[src/rtl/telemetry_framer_if.sv]
`default_nettype none
// ============================================================================
// Module   : telemetry_framer_if
// Brief    : Write/status port between the framer and the buffered UART TX.
// Revision : 1.0  initial release
// ============================================================================
interface telemetry_framer_if;
   logic [31:0] TX_WD;
   logic        TX_WE;
   logic [31:0] TX_RD;

   modport master (output TX_WD, output TX_WE, input  TX_RD);
   modport slave  (input  TX_WD, input  TX_WE, output TX_RD);
endinterface
`default_nettype wire

[src/rtl/telemetry_framer.sv]
`default_nettype none
// ============================================================================
// Module   : telemetry_framer
// Brief    : Frames a snapshot (A5 5A LEN payload CHK) and paces UART writes
//            in bursts issued only after the transmitter reports empty.
// Revision : 1.0  initial release
// ============================================================================
module telemetry_framer #(
   parameter int BURST  = 16,
   parameter int ADDR_W = 4,
   parameter int GUARD  = 2
) (
   input  logic                  CLK,
   input  logic                  RESET,
   input  logic                  START,
   input  logic [ADDR_W-1:0]     NWORDS,
   output logic [ADDR_W-1:0]     SRC_ADDR,
   input  logic [31:0]           SRC_DATA,
   telemetry_framer_if.master    tx,
   output logic                  BUSY,
   output logic                  DONE
);

   localparam int BW = $clog2(BURST + 1);
   localparam int PW = (GUARD > 1) ? $clog2(GUARD) : 1;

   typedef enum logic [2:0] {
      ST_IDLE       = 3'd0,
      ST_WAIT_EMPTY = 3'd1,
      ST_EMIT       = 3'd2,
      ST_FETCH      = 3'd3,
      ST_LOAD       = 3'd4,
      ST_SEND       = 3'd5,
      ST_PAUSE      = 3'd6,
      ST_FIN        = 3'd7
   } state_t;

   state_t            state_q, state_d, resume_q, resume_d, nxt;
   logic [ADDR_W-1:0] nwords_q, nwords_d, word_idx_q, word_idx_d;
   logic [ADDR_W-1:0] src_addr_q, src_addr_d;
   logic [1:0]        hdr_q, hdr_d, sbyte_q, sbyte_d;
   logic [31:0]       shift_q, shift_d;
   logic [7:0]        chk_q, chk_d, len, tx_byte;
   logic [BW-1:0]     burst_q, burst_d;
   logic [PW-1:0]     pause_q, pause_d;
   logic              tx_we;
   logic              unused_rd;

   assign len       = 8'({nwords_q, 2'b00});
   assign unused_rd = &{1'b0, tx.TX_RD[31:1]};

   always_ff @(posedge CLK) begin
      if (RESET) begin
         state_q    <= ST_IDLE;
         resume_q   <= ST_EMIT;
         nwords_q   <= '0;
         word_idx_q <= '0;
         src_addr_q <= '0;
         hdr_q      <= '0;
         sbyte_q    <= '0;
         shift_q    <= '0;
         chk_q      <= '0;
         burst_q    <= '0;
         pause_q    <= '0;
      end else begin
         state_q    <= state_d;
         resume_q   <= resume_d;
         nwords_q   <= nwords_d;
         word_idx_q <= word_idx_d;
         src_addr_q <= src_addr_d;
         hdr_q      <= hdr_d;
         sbyte_q    <= sbyte_d;
         shift_q    <= shift_d;
         chk_q      <= chk_d;
         burst_q    <= burst_d;
         pause_q    <= pause_d;
      end
   end

   always_comb begin
      nxt        = state_q;
      resume_d   = resume_q;
      nwords_d   = nwords_q;
      word_idx_d = word_idx_q;
      src_addr_d = src_addr_q;
      hdr_d      = hdr_q;
      sbyte_d    = sbyte_q;
      shift_d    = shift_q;
      chk_d      = chk_q;
      burst_d    = burst_q;
      pause_d    = pause_q;
      tx_we      = 1'b0;
      tx_byte    = 8'h00;
      SRC_ADDR   = src_addr_q;
      BUSY       = (state_q != ST_IDLE) && (state_q != ST_FIN);
      DONE       = (state_q == ST_FIN);

      case (state_q)
         ST_IDLE, ST_FIN: begin
            nxt = ST_IDLE;
            if (START) begin
               nwords_d   = NWORDS;
               chk_d      = 8'h00;
               word_idx_d = '0;
               hdr_d      = 2'd0;
               sbyte_d    = 2'd0;
               resume_d   = ST_EMIT;
               nxt        = ST_WAIT_EMPTY;
            end
         end
         ST_WAIT_EMPTY: begin
            if (tx.TX_RD[0]) begin
               burst_d = '0;
               nxt     = resume_q;
            end
         end
         ST_EMIT: begin
            tx_we = 1'b1;
            case (hdr_q)
               2'd0: begin tx_byte = 8'hA5; hdr_d = 2'd1; end
               2'd1: begin tx_byte = 8'h5A; hdr_d = 2'd2; end
               2'd2: begin
                  tx_byte = len;
                  chk_d   = chk_q + len;
                  hdr_d   = 2'd3;
                  nxt     = (nwords_q == '0) ? ST_EMIT : ST_FETCH;
               end
               default: begin tx_byte = chk_q; nxt = ST_FIN; end
            endcase
         end
         ST_FETCH: begin
            SRC_ADDR   = word_idx_q;
            src_addr_d = word_idx_q;
            nxt        = ST_LOAD;
         end
         ST_LOAD: begin
            shift_d = SRC_DATA;
            sbyte_d = 2'd0;
            nxt     = ST_SEND;
         end
         ST_SEND: begin
            tx_we   = 1'b1;
            tx_byte = shift_q[7:0];
            shift_d = shift_q >> 8;
            chk_d   = chk_q + shift_q[7:0];
            sbyte_d = sbyte_q + 2'd1;
            if (sbyte_q == 2'd3) begin
               word_idx_d = word_idx_q + ADDR_W'(1);
               nxt = (word_idx_q + ADDR_W'(1) == nwords_q) ? ST_EMIT : ST_FETCH;
            end
         end
         ST_PAUSE: begin
            pause_d = pause_q + PW'(1);
            if (pause_q == PW'(GUARD - 1)) nxt = ST_WAIT_EMPTY;
         end
         default: nxt = ST_IDLE;
      endcase

      // A full burst diverts to PAUSE and remembers where the stream left off.
      if (tx_we) begin
         burst_d = burst_q + BW'(1);
         if ((burst_q + BW'(1) == BW'(BURST)) && (nxt != ST_FIN)) begin
            resume_d = nxt;
            pause_d  = '0;
            nxt      = ST_PAUSE;
         end
      end

      state_d = nxt;
   end

   assign tx.TX_WE = tx_we;
   assign tx.TX_WD = {24'd0, tx_byte};

endmodule
`default_nettype wire
[src/flat_wrapper.sv]
// flat-port wrapper written by rule: the top's interface ports become plain ports
module telemetry_framer_flat 
#(
   parameter int BURST  = 16,
   parameter int ADDR_W = 4,
   parameter int GUARD  = 2
)
  (CLK, RESET, START, NWORDS, SRC_ADDR, SRC_DATA, BUSY, DONE, tx_TX_WD, tx_TX_WE, tx_TX_RD);
  telemetry_framer_if tx_i ();
  input  logic CLK;
  input  logic RESET;
  input  logic START;
  input  logic [ADDR_W-1:0] NWORDS;
  output logic [ADDR_W-1:0] SRC_ADDR;
  input  logic [31:0] SRC_DATA;
  output logic BUSY;
  output logic DONE;
  output wire logic [$bits(tx_i.TX_WD)-1:0] tx_TX_WD;
  output wire logic [$bits(tx_i.TX_WE)-1:0] tx_TX_WE;
  input wire logic [$bits(tx_i.TX_RD)-1:0] tx_TX_RD;
  assign tx_TX_WD = tx_i.TX_WD;
  assign tx_TX_WE = tx_i.TX_WE;
  assign tx_i.TX_RD = tx_TX_RD;
  telemetry_framer #(.BURST(BURST), .ADDR_W(ADDR_W), .GUARD(GUARD)) u_core (.CLK(CLK), .RESET(RESET), .START(START), .NWORDS(NWORDS), .SRC_ADDR(SRC_ADDR), .SRC_DATA(SRC_DATA), .tx(tx_i), .BUSY(BUSY), .DONE(DONE));
endmodule
[config.mk]
export PLATFORM = sky130hd
export DESIGN_NAME = telemetry_framer_flat
export DESIGN_NICKNAME = d
export VERILOG_FILES = /design/src/rtl/telemetry_framer_if.sv /design/src/rtl/telemetry_framer.sv /design/src/flat_wrapper.sv
export SDC_FILE = /design/constraint.sdc
export NUM_CORES = 1
export LEC_CHECK = 0
export CORE_MARGIN = 2
export CORE_UTILIZATION = 49
export CTS_CLUSTER_DIAMETER = 100
export DETAILED_ROUTE_END_ITERATION = 16
export PLACE_DENSITY = 0.81
export SYNTH_ARGS = -nofsm -noshare
export SYNTH_HDL_FRONTEND = slang
export SYNTH_SLANG_ARGS = --single-unit
[constraint.sdc]
create_clock -name CLK -period 3.55 [get_ports CLK]
set_clock_uncertainty 0.2 [all_clocks]
set_input_delay 0.8875 -clock CLK [delete_from_list [all_inputs] [get_ports CLK]]
set_output_delay 0.8875 -clock CLK [all_outputs]
set_load 0.05 [all_outputs]
; After elaboration in Yosys (flattened, before gate mapping)
; Index checks and enable logic that the tools add are counted.
[totals]
regBits = 68
in_bits = 71
out_inout_bits = 39
word_cells = 92
[op_classes]
n_addsub = 6
eq_ne = 18
muxes = 35
reduce_logical = 22
[ops]
columns = op, n
row1 = 32-bit case mux with 2 select lines, 1
row2 = 8-bit case mux with 3 select lines, 2
row3 = 3-bit 2-to-1 mux, 9
row4 = 3-bit case mux with 7 select lines, 1
row5 = 8-bit 2-to-1 mux, 2
row6 = 8-bit case mux with 2 select lines, 1
row7 = 5-bit 2-to-1 mux, 3
row8 = "3-bit == test, second input constant", 4
row9 = 4-bit 2-to-1 mux, 3
row10 = 2-bit case mux with 3 select lines, 2
row11 = 2-bit nonzero test, 5
row12 = 3-bit AND reduction, 3
row13 = 3-bit nonzero test, 3
row14 = 8-bit by 6-bit adder with 8-bit output, 1
row15 = 8-bit adder, 1
row16 = 4-bit case mux with 2 select lines, 1
row17 = 1-bit 2-to-1 mux, 7
row18 = "3-bit by 2-bit == test with 1-bit output, second input constant", 2
row19 = "3-bit != test, second input constant", 2
row20 = 3-bit case mux with 2 select lines, 1
row21 = 2-bit AND reduction, 3
row22 = 2-bit OR reduction, 3
row23 = "5-bit by 1-bit adder with 5-bit output, second input constant", 1
row24 = "5-bit == test, second input constant", 1
row25 = other kinds (16), 19

; Depth between registers and ports, before layout
[depth]
depth_word = 9
ltp_mapped = 8
mapped_depth_nobuf = 8

; Worst setup path after synthesis
; No wires, ideal clock.
[synth_path]
path_kind = register to output
startpoint = register u_core.state_q[2]
endpoint = output port tx_TX_WD[0]
arrival_ps = 2279
required_time_ps = 2463
setup_slack_ps = 183
stages_incl_launch_ff = 6
path_cell_list = dfxtp_1 buf_6 or3b_4 buf_2 clkbuf_1 o21ai_0
[synth_between]
elab_chain_cells = 2
[synth_rtl]
columns = item, line
row1 = from (decl), telemetry_framer.sv:38  ; state_t state_q, state_d, resume_q, resume_d, nxt;
row2 = from (signal assigned), telemetry_framer.sv:66  ; state_q <= state_d;
row3 = 3-bit == test / 3-bit by 2-bit == test with 1-bit output (equally long branches), telemetry_framer.sv:98  ; case (state_q)
row4 = 8-bit case mux with 2 select lines *, telemetry_framer.sv:98
row5 = to (decl), flat_wrapper.sv:18  ; output wire logic [$bits(tx_i.TX_WD)-1:0] tx_TX_WD;
; Every way passes the cells marked *; elsewhere a longest branch is shown, timed or not.

; Worst setup path after layout
[layout_path]
startpoint = register u_core.state_q[0]
endpoint = output port BUSY
[layout_between]
elab_chain_cells = 2
[layout_rtl]
columns = item, line
row1 = 3-bit != test / 3-bit nonzero test (equally long branches), telemetry_framer.sv:95  ; BUSY = (state_q != ST_IDLE) && (state_q != ST_FIN);
row2 = 1-bit logical AND *, telemetry_framer.sv:95
row3 = to (decl), flat_wrapper.sv:16  ; output logic BUSY;
; Marked as above.

==> impl_metrics.yaml <==
place:
  pre_cts_slack_ps: 542.1
  globalplace.congestion: 0.8499
  dp_hpwl_um: 6892
  io_buffers: 54
  placed_cells: 618
  postPlaceCellArea_sq_mm: 0.004627
cts:
  hold_buffers: 0
  cts_root_buf: "clkbuf_8"
  clk_transition_reported_paths_ps: 80
  insertion_delay_ps: 350
  cts_tree: "built"
  cts_max_level: 3
  cts_setup_buffers: 0
  cts_resized: 0
  cts.sinks: 68
  cts_buffer_depth: 2
  cts_buffers: 9
power_and_ir_drop:
  vdd_drop_max_uv: 258.3
  combPwrFrac_pct: 18.2
  seq_power_share_pct: 44.8
  p_int_mw: 1.241
  leakage_nw: 1.997
  p_switching_uw: 554.4
  p_clk_share_pct: 37.0
  p_sw_share_pct: 30.87
  p_per_area_mw_per_mm2: 371.7
sta:
  finalHoldViolCount: 0
  max_clock_freq_mhz: 314.2
  final_max_slew_viol_count: 0
  whs_ps: 304.8
  worst_slew_pin_slew_ps: 780.0
  slew_headroom_pct: 48.00
  setup_viol: 0
  worst_slack_ps: 367.4
  finalCritPeriodShare_pct: 89.65
  rsz0062_at_grt: "false"
  fin_crit_ps: 3183
  fin_setup_tns_ps: 0
global_routing:
  gr-total-overflow: 0
  grt_pass1_wl_um: 16260
  grt_pass1_vias: 3442
  grt_start_max_net_pins: 41
  grt_use_total_pct: 22.63
  antenna_found_initial: 0
layout:
  num-fill-cells: 714
  layout_common_cells: "dfxtp_1, nor2_1, clkdlybuf4s50_1, mux2i_1, a211oi_1"
  fin_nets: 617
  syn_to_final_growth_pct: 17.25
  stdcell_area_sq_mm: 0.004831
  final_cells: 634
  mostFrequentLayoutCell: "dfxtp_1"
  num_antenna_cells: 0
  drive_gt1_share_pct: 9.830
synth:
  synth_top_area_cell: "dfxtp_1"
  yosys_warnings: 0
  ys_ff_latch: 68
  yosysTopAreaCellShare_pct: 33.04
  synth.avg_cell_area_sq_um: 8.620
  synth_area_sq_mm: 0.004120
  async_reset_ff_share_pct: 0
  synth_cell_types: 66
  ys_seq_area_share_pct: 33.04
  netlist_instances: 478
  synth-edff-count: 0
  synthTopCellsByArea: "dfxtp_1, mux2i_1, nor2_1"
  synth_flop_cell: "dfxtp_1"
drt:
  postRouteWirelength_um: 9693
  firstDrtPassIters: 5
  drtIter0Drc: 214
  avgViaCountPerCell: 5.637
  drc: 0
  routedWlPerCell_um: 15.29
  drtAntennaViolNets: 0
  vias: 3574
floorplan:
  initial_utilization_pct: 50.40
  die_x_um: 95.70
  die_height_um: 95.70
  rows: 33
  pin_count: 110
  core_area_sq_mm: 0.008175
  fp.dieArea_sq_mm: 0.009158
setup_path:
  critical_path_class: "flip-flop to output port"
  setup.worst_path.start_class: "flip-flop"
  crit_buf_inv: 2
  cpPeakStageDelay_ps: 710
  crit_family: "buffers and inverters"
  critPathArrivalTime_ps: 2100
  worst_path_max_delay_cell: "clkdlybuf4s50_1"
  crit_chain: "buf_4 -> or3_4 -> and2_1 -> clkdlybuf4s50_1"
  worstPathMaxFanout: 20
  endpoint_kind: "output port"
  required_ps: 2460
worst_hold_path:
  hold_path_class: "flip-flop to flip-flop"
job:
  maxCapViolations: 0
run_status:
  status: "completed"
==> synthesized netlist by cell type (3+ instances only) <==
master,count
mux2i_1,31
and3_1,3
a211o_1,4
nor2b_1,6
xor2_1,7
nand2_1,16
nor3b_1,3
buf_2,10
a21oi_1,27
ha_1,20
dfxtp_1,68
inv_1,11
nor2_1,67
mux2_2,4
nand2b_1,3
nand3b_1,4
clkbuf_1,12
buf_4,28
xnor2_1,10
and2_1,8
o21ai_0,19
a211oi_1,28
o21ai_1,3
a22oi_1,15
nand3_1,9
nor3_1,10
a21o_1,5
a31oi_1,4
==> metrics by stage <==
stage          util [%]  total power, mW
2_1_floorplan         -            1.071
3_3_place_gp      56.60            1.137
3_5_place_dp      56.60            1.144
4_1_cts           59.09            1.805
5_1_grt           59.09            1.874
6_report          59.09            1.796
==> tightest hold or removal path, delay by kind of cell (launching register included) <==
| kind | cells | cell delay [ps] |
|---|---|---|
| flip-flops | 1 | 340 |
| AND/OR/NAND/NOR | 1 | 70 |
| AO/OA/AOI/OAI | 1 | 70 |
==> layout make-up <==
type / instances / area (sq um) / area share [%]
clock buffers: 9 / 123.9 / 2.564
multi-input cells: 369 / 2472 / 51.18
inverters: 11 / 41.29 / 0.8547
well taps: 105 / 131.4 / 2.720
flip-flops and latches: 68 / 1361 / 28.18
clock inverters: 7 / 80.08 / 1.658
repair buffers: 65 / 620.6 / 12.85
==> final timing paths <==
path	startpoint	to	slack [ps]	depth (start not counted)
setup reg to reg	u_core.state_q[2]	u_core.shift_q[0]	960	6
setup / recovery	u_core.state_q[0]	BUSY	370	4
hold reg to reg	u_core.shift_q[28]	u_core.shift_q[28]	300	2
hold / removal	u_core.shift_q[28]	u_core.shift_q[28]	300	2
==> power groups by stage <==
| stage | Clock, mW | Sequential [mW] | Combinational, mW |
|---|---|---|---|
| after global placement | 0 | 0.821 | 0.316 |
| after CTS | 0.677 | 0.804 | 0.324 |
| after global routing | 0.714 | 0.807 | 0.353 |
| final | 0.665 | 0.804 | 0.326 |
| after detailed placement | 0 | 0.822 | 0.323 |
| after floorplan | 0 | 0.815 | 0.255 |
==> cell families (layout without fill, tap and decap cells) <==
family,count (synthesis),after routing,synth area share [%]
muxes,36,36,8.898
adders and majority gates,22,22,7.045
DFF,68,68,33.04
AOI/OAI and AO/OA,125,125,20.56
xor gates and xnor gates,17,17,3.614
other,1,24,0.09101
buffers and inverters,64,92,9.049
and+or+nand+nor,145,145,17.70
==> sequential cells by signal, indices dropped and copies added, names as in the netlist <==
signal	cells
u_core.chk_q	8
u_core.shift_q	32
u_core.burst_q	5
u_core.state_q	3
u_core.pause_q	1
u_core.word_idx_q	4
u_core.sbyte_q	2
u_core.hdr_q	2
u_core.resume_q	3
u_core.src_addr_q	4
u_core.nwords_q	4
==> routing by layer <==
| layer | GRT usage, % | vias to the layer above | part of all wire [%] |
|---|---|---|---|
| li1 | - | 1758 | - |
| met1 | 29.22 | 1687 | 44 |
| met2 | 37.06 | 112 | 49 |
| met3 | 5.090 | 17 | 4.2 |
| met4 | 8.333 | 0 | 2.2 |
| met5 | 0 | - | 0 |
Note: power is estimated with default switching activity, not from simulation.
